==> src/rtl/ram72_uart_tx.sv <==
// Serializes one 72-bit word as nine 8N1 UART frames, least significant byte first.
// Optional idle bit-times follow each stop bit.
module ram72_uart_tx #(
    parameter int CLKS_PER_BIT = 868,
    parameter int GAP_BITS     = 0
) (
    input  logic        clk,
    input  logic        rst,
    input  logic [71:0] word_i,
    input  logic        valid_i,
    output logic        ready_o,
    output logic        tx,
    output logic        busy_o,
    output logic [3:0]  byte_idx_o
);

    // state   | meaning
    // S_IDLE  | waiting for a word, line idle high
    // S_START | start bit (tx=0)
    // S_DATA  | eight data bits, LSB first
    // S_STOP  | stop bit (tx=1)
    // S_GAP   | GAP_BITS idle bit-times after the stop bit
    typedef enum logic [2:0] {
        S_IDLE,
        S_START,
        S_DATA,
        S_STOP,
        S_GAP
    } state_t;

    localparam int BAUD_W = $clog2(CLKS_PER_BIT);
    localparam logic [BAUD_W-1:0] BAUD_LAST = BAUD_W'(CLKS_PER_BIT - 1);
    localparam logic [3:0] GAP_LAST = (GAP_BITS > 0) ? 4'(GAP_BITS - 1) : 4'd0;

    state_t            state_q, state_d;
    logic [BAUD_W-1:0] baud_q, baud_d;
    logic [2:0]        bit_q, bit_d;
    logic [3:0]        gap_q, gap_d;
    logic [3:0]        byte_idx_q, byte_idx_d;
    logic [71:0]       shreg_q, shreg_d;
    logic              tx_q, tx_d;
    logic              baud_last;
    logic              byte_done;

    always_ff @(posedge clk) begin
        if (rst) begin
            state_q    <= S_IDLE;
            baud_q     <= '0;
            bit_q      <= '0;
            gap_q      <= '0;
            byte_idx_q <= '0;
            shreg_q    <= '0;
            tx_q       <= 1'b1;
        end else begin
            state_q    <= state_d;
            baud_q     <= baud_d;
            bit_q      <= bit_d;
            gap_q      <= gap_d;
            byte_idx_q <= byte_idx_d;
            shreg_q    <= shreg_d;
            tx_q       <= tx_d;
        end
    end

    always_comb begin
        state_d    = state_q;
        baud_d     = baud_q;
        bit_d      = bit_q;
        gap_d      = gap_q;
        byte_idx_d = byte_idx_q;
        shreg_d    = shreg_q;
        byte_done  = 1'b0;
        baud_last  = (baud_q == BAUD_LAST);

        if (state_q != S_IDLE) begin
            baud_d = baud_last ? '0 : baud_q + BAUD_W'(1);
        end

        case (state_q)
            S_IDLE: begin
                baud_d     = '0;
                bit_d      = '0;
                gap_d      = '0;
                byte_idx_d = '0;
                if (valid_i) begin
                    shreg_d = word_i;
                    state_d = S_START;
                end
            end
            S_START: begin
                if (baud_last) begin
                    bit_d   = '0;
                    state_d = S_DATA;
                end
            end
            S_DATA: begin
                if (baud_last) begin
                    if (bit_q == 3'd7) begin
                        state_d = S_STOP;
                    end else begin
                        bit_d = bit_q + 3'd1;
                    end
                end
            end
            S_STOP: begin
                if (baud_last) begin
                    if (GAP_BITS > 0) begin
                        gap_d   = '0;
                        state_d = S_GAP;
                    end else begin
                        byte_done = 1'b1;
                    end
                end
            end
            S_GAP: begin
                if (baud_last) begin
                    if (gap_q == GAP_LAST) begin
                        byte_done = 1'b1;
                    end else begin
                        gap_d = gap_q + 4'd1;
                    end
                end
            end
            default: state_d = S_IDLE;
        endcase

        if (byte_done) begin
            if (byte_idx_q < 4'd8) begin
                byte_idx_d = byte_idx_q + 4'd1;
                shreg_d    = {8'h00, shreg_q[71:8]};
                state_d    = S_START;
            end else begin
                byte_idx_d = '0;
                state_d    = S_IDLE;
            end
        end

        // tx is the registered image of the level the next state will drive
        case (state_d)
            S_START: tx_d = 1'b0;
            S_DATA:  tx_d = shreg_d[bit_d];
            default: tx_d = 1'b1;
        endcase
    end

    assign ready_o    = (state_q == S_IDLE);
    assign busy_o     = (state_q != S_IDLE);
    assign tx         = tx_q;
    assign byte_idx_o = byte_idx_q;

endmodule
==> config.mk <==
export PLATFORM = sky130hd
export DESIGN_NAME = ram72_uart_tx
export DESIGN_NICKNAME = d
export VERILOG_FILES = /design/src/rtl/ram72_uart_tx.sv
export SDC_FILE = /design/constraint.sdc
export NUM_CORES = 1
export LEC_CHECK = 0
export BUFFER_PORTS_ARGS = -buffer_cell sky130_fd_sc_hd__buf_4
export CORE_UTILIZATION = 35
export CTS_BUF_LIST = sky130_fd_sc_hd__clkbuf_16
export DETAILED_ROUTE_END_ITERATION = 10
export MAX_ROUTING_LAYER = met4
export PLACE_DENSITY = 0.62
export RECOVER_POWER = 50
export SYNTH_ARGS = -nofsm -noshare
export SYNTH_HDL_FRONTEND = slang
export SYNTH_SLANG_ARGS = --single-unit
==> constraint.sdc <==
create_clock -name clk -period 3.4 [get_ports clk]
set_input_delay 0.17 -clock clk [delete_from_list [all_inputs] [get_ports clk]]
set_output_delay 0.17 -clock clk [all_outputs]
set_load 0.1 [all_outputs]
==> impl_metrics.toml <==
[floorplanning]
core_sq_um = 12300
floorplan.die.height_um = 115
die_area_sq_um = 13300
num_rows = 40
die-width_um = 115
ios = 82
initial_core_utilization_pct = 36.5

[clock_tree]
cts-htree-levels = 3
numClockSinks = 97
tritoncts = "yes"
clock_insertion_delay_worst_skew_ps = 340
clock_path_buffers = 2
cts-resized-gates = 0
cts-buffers-inserted = 9
post_cts_clock_slew_at_the_launch_and_capture_registers_of_the_worst_setup_and_hold_paths_ps = 60
ctsHoldBuffers = 0
clock-root-buffer = "clkbuf_16"
post_cts_setup_buffers = 0

[power]
comb_pwr_share_pct = 12.7
sequentialPowerShare_pct = 48.8
irDropWorstVdd_mv = 0.238
cellLeakagePower_nw = 2.35
power.internal_mw = 1.89
switching_share_pct = 24.8
pwr_density_cell_nw_per_um2 = 465
power_switching_mw = 0.623
power.clock.fraction_pct = 38.5

[cells_and_area]
fillCellCount = 1278
mostFrequentLayoutCell = "nand2_1"
area_of_all_placed_cells_without_fillers_sq_um = 5400
area_growth_pct = 20.5
diodes = 0
layout_cell_share_with_drive_strength_beyond_1_pct = 14.7
nNetsFinal = 741
final_cell_count_no_fill = 834
mostFrequentLayoutCells = "nand2_1 (144), nor2_1 (99), dfxtp_1 (97)"

[route]
wl_um = 10800
post_dr_vias_cell = 4.97
routedWlPerCell_um = 13.0
postRouteAntennaNets = 0
post-route-drc-count = 0
detailedRoute.firstIterationViolations = 298
drtPass1Iterations = 5
routed-via-count = 4141

[synth]
flip_flop_and_latch_count_after_synthesis = 97
synth_seq_area_share_pct = 43.3
synthCells = 608
mappedNetlistArea_sq_um = 4480
ys_async_sr_fraction_pct = 0
ys_warn_count = 0
synth_enable_flop_cells = 0
synth.net_count = 688
mean_instance_size_in_the_synthesized_netlist_sq_um = 7.37
postSynth.topFlopCell = "dfxtp_1"
synthDistinctLibCells = 46

[timing]
setup-violations-final = 0
worst_clock_skew_ps = 7.27
max_slew_headroom_pct = 15.5
unrepaired_setup_endpoints_after_global_routing = "no"
layout_min_cycle_time_ps = 2830
hold_viol_final = 0
fin_tns_setup_ps = 0
final_max_slew_viol_count = 0
holdWs_ps = 69.4
timing_worst_slew_pin_value_ps = 1270
final.period_utilization_pct = 83.2
max_freq_mhz = 353

[grt]
globalRouteTotalUtil_pct = 18.0
first_global_vias = 3795
grt_first_pass_wirelength_um = 18200
grt_max_degree = 81
antenna_violations_before_repair = 0
grt.overflow.total = 0

[placed_design]
instance_count_after_placement_with_tap_cells_included = 818
gp_congestion = 0.865
placed_area_sq_um = 5160
final_hpwl_dp_um = 7390
port_buffers = 81

[critical_path]
crit_fanout = 55
critical_path.max_stage_delay_ps = 630
worst_ep_required_time_ps = 3630
worst_path_max_delay_cell = "dfxtp_1"
timing.critical_path.from_type = "register"
worst_ep_arrival_time_ps = 3060
type_of_the_worst_setup_path = "reg -> reg"
worstPathCellList = "or3b_1 -> o22a_1 -> or3_4 -> mux4_2 -> mux2i_1 -> nor2_1 -> o31a_1"
worstSetupEndpointType = "register"

[status]
outcome = "finished, final reports clean"

[flow_run]
drv.max_cap_violation_count = 0

[min_path]
min-delay-path-class = "in -> reg"
[cell usage after synthesis, types with 7 or more instances]
master    number  share of area (%)
nand2_1      143                 12
nor2_1        99                8.3
dfxtp_1       97                 43
nand3_1       60                6.7
o21ai_0       59                6.6
clkbuf_1      32                2.7
a21oi_1       15                1.7
nor3_1        14                1.6
buf_2          7               0.78
inv_1          7               0.59
[per-stage QoR]
stage	power (mW)	util [%]	setup slack, ps
after floorplan	1.46	-	254
after global routing	2.64	44.0	342
final	2.51	44.0	571
after detailed placement	1.58	42.1	600
after global placement	1.57	42.1	651
after CTS	2.55	44.4	587
[sequential cells by signal (all words and copies together) (netlist names)]
name / cells
shreg_q: 72
baud_q: 10
byte_idx_o: 4
gap_q: 4
bit_q: 3
state_q: 3
tx: 1
[power by group through the flow]
stage               Combinational [mW]  Clock [mW]  Sequential [mW]
finish                           0.320       0.966             1.23
floorplan                        0.212           0             1.25
detailed placement               0.327           0             1.25
global placement                 0.322           0             1.25
global route                     0.363        1.05             1.23
CTS                              0.330       0.998             1.23
[final timing paths]
path | cells after the start | end | start | slack, ps
hold / removal | 3 | shreg_q[68] | word_i[68] | 70
hold reg to reg | 2 | shreg_q[70] | shreg_q[70] | 450
setup reg to reg | 7 | tx | state_q[2] | 570
setup / recovery | 7 | tx | state_q[2] | 570
[area by class of cell]
type,count,area (sq um),share of cell area (%)
clock inverter,7,53.8,0.996
tap,168,210,3.89
multi-input combinational,459,2320,42.9
timing repair buffer,85,619,11.5
inverter,9,33.8,0.626
clock buffer,9,225,4.17
sequential,97,1940,36.0
[layer usage]
metal,vias to the layer above,part of all wire (%),track usage [%]
li1,2141,-,-
met1,1884,45,22.6
met2,101,49,28.9
met3,15,5.0,3.69
met4,0,1.2,5.89
met5,-,0,-
[worst max-delay path: cells and delay by family (launching register included)]
family | cells | cell delay (ps)
DFF | 1 | 630
AOI/OAI and AO/OA | 2 | 470
muxes | 2 | 510
and+or+nand+nor | 3 | 1090
[cells by family after synthesis]
group | synth area share [%]
buf+inv | 4.97
compound gates | 12.1
simple gates | 32.0
mux | 4.24
fa+ha+maj | 1.40
xor+xnor | 1.95
flops | 43.3
No activity file was read; power rests on OpenSTA's default activity.
